File: config.mk
export PLATFORM = sky130hd
export DESIGN_NAME = demux_1a2_pkt
export DESIGN_NICKNAME = d
export VERILOG_FILES = /design/src/rtl/demux_1a2_pkt.sv
export SDC_FILE = /design/constraint.sdc
export NUM_CORES = 1
export LEC_CHECK = 0
export CAP_MARGIN = 5
export CORE_UTILIZATION = 48
export CTS_CLUSTER_SIZE = 28
export DETAILED_ROUTE_END_ITERATION = 10
export PLACE_DENSITY_LB_ADDON = 0.1
export SETUP_SLACK_MARGIN = 0.05
export SYNTH_ARGS = -nofsm -noshare
export SYNTH_HDL_FRONTEND = slang
export SYNTH_SLANG_ARGS = --single-unit
File: constraint.sdc
create_clock -name clk -period 4.3 [get_ports clk]
set_input_delay 0.86 -clock clk [delete_from_list [all_inputs] [get_ports clk]]
set_output_delay 0.86 -clock clk [all_outputs]
set_load 0.005 [all_outputs]
File: src/rtl/demux_1a2_pkt.sv
// demux_1a2_pkt: packet-aware 1-to-2 stream demultiplexer.
// The destination is chosen by s on the first beat of a packet and locked
// until the beat carrying x_last is accepted. Each output has its own
// one-deep register slice and a count of completed packets.
module demux_1a2_pkt #(
    parameter int WIDTH = 8
) (
    input  logic             clk,
    input  logic             rst,
    input  logic [WIDTH-1:0] x,
    input  logic             x_valid,
    input  logic             x_last,
    input  logic             s,
    output logic             x_ready,
    output logic [WIDTH-1:0] y0,
    output logic [WIDTH-1:0] y1,
    output logic             y0_valid,
    output logic             y1_valid,
    output logic             y0_last,
    output logic             y1_last,
    input  logic             y0_ready,
    input  logic             y1_ready,
    output logic [7:0]       cnt0,
    output logic [7:0]       cnt1
);

    typedef enum logic [1:0] {
        IDLE  = 2'd0,
        LOCK0 = 2'd1,
        LOCK1 = 2'd2
    } state_t;

    state_t           state_q;
    state_t           state_d;
    logic             route;
    logic             accept;
    logic [1:0]       out_ready;
    logic [1:0]       valid_arr;
    logic [1:0]       last_arr;
    logic [WIDTH-1:0] data_arr [2];
    logic [7:0]       cnt_arr  [2];

    assign out_ready = {y1_ready, y0_ready};

    // Route follows s only between packets; inside a packet it is pinned.
    always_comb begin
        route = s;
        case (state_q)
            LOCK0:   route = 1'b0;
            LOCK1:   route = 1'b1;
            default: route = s;
        endcase
    end

    // Only the selected output can stall the input.
    assign x_ready = !valid_arr[route] | out_ready[route];
    assign accept  = x_valid & x_ready;

    // Next-state logic: lock on a non-last first beat, unlock on the last beat.
    always_comb begin
        state_d = state_q;
        case (state_q)
            IDLE: begin
                if (accept && !x_last) begin
                    state_d = route ? LOCK1 : LOCK0;
                end
            end
            LOCK0, LOCK1: begin
                if (accept && x_last) begin
                    state_d = IDLE;
                end
            end
            default: state_d = IDLE;
        endcase
    end

    // State register.
    always_ff @(posedge clk) begin
        if (rst) begin
            state_q <= IDLE;
        end else begin
            state_q <= state_d;
        end
    end

    // One identical output slice per destination.
    generate
        for (genvar gi = 0; gi < 2; gi++) begin : g_out
            logic             load;
            logic             drain;
            logic             valid_q;
            logic             valid_d;
            logic             last_q;
            logic             last_d;
            logic [WIDTH-1:0] data_q;
            logic [WIDTH-1:0] data_d;
            logic [7:0]       cnt_q;
            logic [7:0]       cnt_d;

            assign load  = accept & (route == 1'(gi));
            assign drain = valid_q & out_ready[gi];

            // Slice next state: a load wins over a drain so back-to-back beats keep valid high.
            always_comb begin
                data_d  = data_q;
                last_d  = last_q;
                valid_d = valid_q;
                cnt_d   = cnt_q;
                if (drain && last_q) begin
                    cnt_d = cnt_q + 8'd1;
                end
                if (load) begin
                    data_d  = x;
                    last_d  = x_last;
                    valid_d = 1'b1;
                end else if (drain) begin
                    valid_d = 1'b0;
                end
            end

            // Slice registers; reset returns everything to zero.
            always_ff @(posedge clk) begin
                if (rst) begin
                    data_q  <= '0;
                    last_q  <= 1'b0;
                    valid_q <= 1'b0;
                    cnt_q   <= 8'd0;
                end else begin
                    data_q  <= data_d;
                    last_q  <= last_d;
                    valid_q <= valid_d;
                    cnt_q   <= cnt_d;
                end
            end

            assign valid_arr[gi] = valid_q;
            assign last_arr[gi]  = last_q;
            assign data_arr[gi]  = data_q;
            assign cnt_arr[gi]   = cnt_q;
        end
    endgenerate

    assign y0       = data_arr[0];
    assign y1       = data_arr[1];
    assign y0_valid = valid_arr[0];
    assign y1_valid = valid_arr[1];
    assign y0_last  = last_arr[0];
    assign y1_last  = last_arr[1];
    assign cnt0     = cnt_arr[0];
    assign cnt1     = cnt_arr[1];

endmodule
==> results of run 1 <==
==> state kept, by name, indices dropped and copies added, names as in the netlist <==
| register | cells |
|---|---|
| y0_last | 1 |
| state_q | 2 |
| y1 | 8 |
| y0 | 8 |
| cnt1 | 8 |
| y0_valid | 1 |
| y1_last | 1 |
| y1_valid | 1 |
| cnt0 | 8 |
==> metrics by stage <==
stage | setup WS, ns | power (W) | utilization [%] | area (sq um) | std cells
CTS | 0.8608 | 0.0007280 | 71.45 | 2217 | 261
global route | 0.7610 | 0.0007541 | 71.45 | 2217 | 261
finish | 0.8628 | 0.0007175 | 71.45 | 2217 | 261
floorplan | 1.851 | 0.0004435 | - | 1599 | 163
global placement | 0.9120 | 0.0004913 | 69.03 | 2142 | 253
detailed placement | 0.8729 | 0.0004959 | 69.03 | 2142 | 253
==> worst max path at each step <==
stage	start	end	slack, ns	cells past startpoint
final	s	x_ready	0.86	5
after global routing	state_q[1]	x_ready	0.76	6
after CTS	s	x_ready	0.86	5
after detailed placement	s	x_ready	0.87	5
after global placement	s	x_ready	0.91	5
after floorplan	s	x_ready	1.85	3
==> kinds of logic after synthesis <==
kind of cell,count (synthesis)
mux,26
flops,38
simple gates,59
compound gates,9
fa+ha+maj,5
buf+inv,12
xor+xnor,14
==> area by class of cell <==
cell class / count / share of cell area (%)
sequential: 38 / 34.31
clock inverter: 1 / 1.354
timing repair buffer: 54 / 24.04
inverter: 4 / 0.6772
clock buffer: 7 / 2.032
tap: 44 / 2.483
multi-input combinational: 113 / 35.10
==> power groups by stage <==
stage | sequential (W) | clock, W | combinational [W]
2_1_floorplan | 0.000383 | 0 | 0.0000602
3_3_place_gp | 0.000383 | 0 | 0.000109
3_5_place_dp | 0.000383 | 0 | 0.000113
4_1_cts | 0.000375 | 0.000239 | 0.000113
5_1_grt | 0.000377 | 0.000255 | 0.000122
6_report | 0.000375 | 0.000230 | 0.000112
==> critical path: stages <==
cell,delay (ns)
clkdlybuf4s50_1,0.45
mux2i_2,0.27
mux2i_1,0.30
or2b_1,0.25
clkdlybuf4s50_1,0.44
==> layer usage <==
layer | part of all wire (%) | routed length [microns]
met1 | 42 | 1397
met2 | 52 | 1732
met3 | 5.1 | 171
met4 | 0.57 | 19
met5 | 0 | 0
==> cell usage in the layout, fill, tap and decap left out <==
master,synthesis,layout
nor2_1,37,37
o211ai_1,2,2
nand3_1,4,4
dfxtp_1,38,38
mux2_2,1,1
bufinv_16,0,1
inv_1,4,4
mux2i_2,1,1
clkbuf_1,5,2
clkdlybuf4s50_1,0,51
clkbuf_4,0,5
xor2_1,10,10
and3_1,4,4
buf_4,0,3
ha_1,5,5
nand2_1,4,4
o32ai_1,2,2
and4_1,2,2
nand4_1,4,4
nand3b_1,2,2
xnor2_1,4,4
nand2b_1,1,1
a21oi_1,5,5
mux2i_1,24,24
or2b_1,1,1
==> results.md, run 1 <==
* Worst Setup Start Kind: input port
* Arrival time at the worst endpoint at 2.58 ns
* Worst-Skew Late Latency at between 0.3 and 0.4 ns
* Cell type with the highest aggregate area in the netlist: dfxtp_1
* Hold buffer count at CTS at 0
* Final-report max-slew violation count at 0
* Final wirelength at about 3300 microns
* Worst reg-to-reg setup slack at between 2 and 2.5 ns
* Fraction of power consumed by the clock network at 32.1%
* Vias in the first global route at between 1,000 and 1,500
* Cell area after synthesis at roughly 1600 sq um
* Proportion of power drawn by combinational gates at 15.6%
* Ratio of final minimum period to clock period at 79.93%
* Clock tree from TritonCTS: done
* Area share of and/or/nand/nor cells after synthesis at roughly 17%
* Share of synthesized cell area in full adder, half adder and majority cells at 3.912%
* Via count normalized by instance count at around 5
* Syn avg cell area at 9.810 sq um
* Antenna violation net count after detailed routing at 0
* Transition time at the pin with the least slew margin at around 0.6 ns
* Final Skew at roughly 0.0063 ns
* Count of flip-flops with a built-in enable after synthesis at 0
* Min Hold Slack at ~0.50 ns
* Number of distinct standard cells referenced by the synthesized netlist at 23
* Total setup violations reported at the end of the flow at 0
* Yosys reg bits at 38
* Library cell with the highest instance count after synthesis: dfxtp_1
* Result of the run: complete, no violations
* Relative contribution of sequential cells to total power at about 52%
* Detail Placement HPWL at about 2500 microns
* Maximum number of pins on one net before global-route repair at 24
* Initial core utilization at between 50% and 60%
* Inserted Clock Buffers at 5
* Sequential cell area fraction in the yosys report at 47.57%
* P&R area growth vs syn at 38.65%
* CP Max Fanout at 3
* Mux cell area share after synthesis at ~17%
* Worst min-delay path endpoint: y1[4]
* H-tree Lvls at 2
* Sink count of the clock tree at 38
* First drt pass iteration count at 4
* Top Usage Layer GRT: met2
* Ranking of synthesized cells by area: dfxtp_1 48%, mux2i_1 15%, nor2_1 8.7%, xor2_1 5.5%, ha_1 3.9%
* Deepest clock path buffer count at 2
* Share of the synthesized area in compound gates (AO/OA/AOI/OAI) at under 10%
* Crit Reg-Reg Startpoint: state_q[1]
* Syn. warnings at 0
* Kind of capture point of the worst setup path: output pin
* Post_cts resized at 0
* Wire length per cell after detailed routing at 12.72 microns
* Met1 demand-to-capacity share in global routing at a little under a quarter
* Lkg Pwr at between 0.8 and 0.9 nW
* Die area at approximately 3600 sq um
* Post-CTS Setup Bufs at 0
* Residual overflow from global routing at 0
* Max-cap violations at 0
* Total via count in the routed design at 1,303
* Die boundary height at 59.72 microns
* Accumulated negative setup slack at 0 ns
* Ports at 52
* Type of the setup path with the least slack: input port to output pin
* Class of the most critical hold timing path: register to register
* P_sw at roughly 0.00016 W
* Required @ worst endpoint at 3.44 ns
* Switching Fraction at a little under a quarter
* Final hold violation count at 0
* Destination of the worst register-to-register timing path: y0[2]
* Internal at around 0.00055 W
* RSZ-0062 raised after global routing: false
* Number of antenna repair diodes at 0
* Detailed router's first-iteration violation count at 82
* Final worst path period need at 3.437 ns
* Largest family of logic cells by synthesized area: simple AND/OR/NAND/NOR gates
* Startpoint of the most critical hold path: y1[4]
* Number of antenna violations at the first check in global routing at 0
* Core area at 3103 sq um
* Met3 usage at a little under 9%
* Final layout net count at around 240
* Post-Syn Instances at ~160
* Highest ir drop seen on vdd at roughly 230 uV
* Cell at the root of the clock tree: clkbuf_4
* Final-layout fill cell count at 260
* Net count of the mapped netlist at 183
* # port buffers at 51
* # DRC at 0
* GR Layer Usage met2 at about a third
* Footprint of the multi-input gates at around 780 sq um
* Achievable Freq at between 200 and 300 MHz
* Cell area power density at 323.6 nW/um^2
* First-pass GRT wire length at ~5300 microns
* Top-area cell type share of the netlist area at approximately 48%
* Commonest cells post-synth: 38 x dfxtp_1, 37 x nor2_1, 24 x mux2i_1, 10 x xor2_1
* Dominant synthesized flop cell: dfxtp_1
* Area share of xor/xnor cells in the synthesized design at 7.668%
* Hold path cells at 2
* Routability congestion estimate at about 0.77
* Number of placement rows at 20
* Flip-flop and latch area at about 760 sq um
* Async set-reset flop share out of synthesis at 0%
* Slew margin rel. at between 50% and 60%
* Clk slew on worst S/H paths at 0.10 ns
* R2R cell count at 8
* GRT Total Usage at ~20%
* Width of the die at 59.72 microns
* Share of cells above drive strength 1 at under 10%
Note: power is estimated with default switching activity, not from simulation.
==> run 2, diff against run 1 <==
--- a/config.mk
+++ b/config.mk
@@ -6,7 +6,7 @@
 export NUM_CORES = 1
 export LEC_CHECK = 0
 export CAP_MARGIN = 5
-export CORE_UTILIZATION = 48
+export CORE_UTILIZATION = 41
 export CTS_CLUSTER_SIZE = 28
 export DETAILED_ROUTE_END_ITERATION = 10
 export PLACE_DENSITY_LB_ADDON = 0.1
==> constraint.sdc (replaced) <==
create_clock -name clk -period 2.9 [get_ports clk]
set_input_delay 0.58 -clock clk [delete_from_list [all_inputs] [get_ports clk]]
set_output_delay 0.58 -clock clk [all_outputs]
set_load 0.005 [all_outputs]
==> run 2 against run 1 <==
- power rose by 68%
- flip-flop and latch count did not move
- first-iteration DRC count fell by 66%
- critical path depth rose by 1
- clock skew fell by 0.0010 ns
- die area rose by 16%
- sequential power rose by 49%
- via count rose by 2.4%
- critical path type is now register to output pin
- critical endpoint unchanged
- largest power group unchanged
- highest routed layer unchanged
==> results.md, run 2 (same netlist as run 1, synthesis figures left out) <==
* Number of placement rows at 22
* Required @ worst endpoint at roughly 2.3 ns
* Worst Setup Start Kind: register
* Cell at the root of the clock tree: clkbuf_8
* Deepest clock path buffer count at 2
* Number of antenna repair diodes at 0
* P&R area growth vs syn at 47.18%
* Largest incremental delay on the critical path at 0.44 ns
* First-pass GRT wire length at ~5600 microns
* Arrival time at the worst endpoint at 2.17 ns
* Clock tree from TritonCTS: done
* Accumulated negative setup slack at 0 ns
* Width of the die at ~64 microns
* Vias in the first global route at ~1,300
* Total via count in the routed design at about 1,300
* Share of cells above drive strength 1 at 10.76%
* Initial core utilization at between 40% and 50%
* Die boundary height at about 64 microns
* Final hold violation count at 0
* Worst path bufs/invs at 2
* Max-cap violations at 0
* Lkg Pwr at approximately 0.92 nW
* Die area at a little over 4000 sq um
* Maximum number of pins on one net before global-route repair at 37
* Antenna violation net count after detailed routing at 0
* Final worst path period need at ~2.8 ns
* Slowest stage cell, crit path: clkdlybuf4s50_1
* Final Worst Setup Slack at approximately 0.15 ns
* Final-report max-slew violation count at 0
* Startpoint of the most critical setup path: state_q[0]
* Number of placed instances with taps included at about 260
* Routability congestion estimate at 0.7467
* Result of the run: complete, no violations
* Post-route insts no fill at 271
* Clk slew on worst S/H paths at approximately 0.070 ns
* Ratio of final minimum period to clock period at approximately 95%
* Final layout net count at between 200 and 250
* Worst-Skew Late Latency at 0.29 ns
* Sink count of the clock tree at 38
* Class of the most critical hold timing path: register to register
* First drt pass iteration count at 4
* # port buffers at 51
* Type of the setup path with the least slack: register to output pin
* RSZ-0062 raised after global routing: false
* Highest ir drop seen on vdd at slightly above 300 uV
* Core area at ~3700 sq um
* Cell Chain, Critical Path: inv_2 -> ha_4 -> mux2i_4 -> mux2i_1 -> or2b_1 -> clkdlybuf4s50_1
* Number of antenna violations at the first check in global routing at 0
* H-tree Lvls at 2
* Achievable Freq at about 360 MHz
* Transition time at the pin with the least slew margin at between 0.3 and 0.4 ns
* GRT Total Usage at between 10% and 20%
* Ports at 52
* Detail Placement HPWL at roughly 2400 microns
* Startpoint of the most critical hold path: y0[4]
* # DRC at 0
* Kind of capture point of the worst setup path: output pin
* Wire length per cell after detailed routing at roughly 13 microns
* Leading cell type in the layout, fill and taps excluded: clkdlybuf4s50_1
* Final wirelength at 3493 microns
* Share of the core filled with cells in the final layout at a little under two thirds
* Most used cells in the layout excluding fill and tap cells: 50 x clkdlybuf4s50_1, 37 x nor2_1, 37 x dfxtp_1
* CP Max Fanout at 4
* Final Skew at around 0.0053 ns
* CP top delay family: buffers and inverters
* Residual overflow from global routing at 0
* Setup WS pre-CTS at 0.06229 ns
* Cell area power density at 511.8 nW/um^2
* Via count normalized by instance count at 4.923
* Crit Reg-Reg Startpoint: state_q[0]
* Slew margin rel. at approximately three quarters
* Total setup violations reported at the end of the flow at 0
* Detailed router's first-iteration violation count at 28
* Inserted Clock Buffers at 5
==> run 2: changes by cell type in the layout (fill, tap and decap cells not counted), moves of 2 or more <==
cell / delta
clkbuf_4: -5
mux2i_4: +2
buf_4: +7
clkbuf_1: -2
clkbuf_8: +6
mux2i_1: -2
==> run 2: worst paths after layout <==
kind	endpoint	slack [ns]	cells after the start
worst max-delay path	x_ready	0.15	6
worst min-delay path	y0[4]	0.49	2
worst max register to register	y0[7]	0.77	10
worst min register to register	y0[4]	0.49	2
==> run 2: report_power, final <==
| group | leakage, nW | switching, W | internal (W) | total [W] |
|---|---|---|---|---|
| clock | 0.0573 | 0.000176 | 0.000275 | 0.000451 |
| sequential | 0.309 | 0.0000137 | 0.000543 | 0.000557 |
| combinational | 0.556 | 0.0000804 | 0.000116 | 0.000197 |
==> run 2: per-layer routing <==
layer	part of all wire (%)	vias to the layer above	GRT usage [%]
met5	0	-	0
met4	2.1	0	10.00
met3	5.8	7	5.458
met2	50	36	30.39
met1	42	623	19.89
li1	-	668	-
==> run 2: what timing repair did <==
item | CTS | global route
pin swaps | 0 | 1
resized for setup | 7 | 2
hold buffers | 0 | 0
endpoints found under the hold margin | 0 | 0
gates cloned | 0 | 0
setup endpoints to repair | 1 | 1
buffers inserted | 1 | 5
==> run 2: worst register-to-register path, stage by stage (launching register included) <==
cell and delay, ns:
dfxtp_1 0.35, inv_2 0.07, ha_4 0.32, mux2i_4 0.25, mux2i_1 0.11, buf_4 0.14
buf_4 0.12, a21oi_1 0.14, buf_4 0.24, mux2i_1 0.23, nor2_1 0.05
==> run 2: area by class of cell <==
cell class                      instances  area, sq um
Clock buffer                            6        82.58
Clock inverter                          1        30.03
Fill cell                             334         1335
Inverter                                4        15.01
Multi-Input combinational cell        113        815.8
Sequential cell                        38        762.0
Tap cell                               48        60.06
Timing Repair Buffer                   61        588.1
==> run 2: metrics by stage <==
step / instance area (sq um) / power [W] / hold WS (ns)
after floorplan: 1599 / 0.0006576 / 0.4756
after global placement: 2155 / 0.0007318 / 0.4721
after detailed placement: 2155 / 0.0007371 / 0.4816
after CTS: 2313 / 0.001209 / 0.4988
after global routing: 2354 / 0.001265 / 0.5284
final: 2354 / 0.001204 / 0.4906
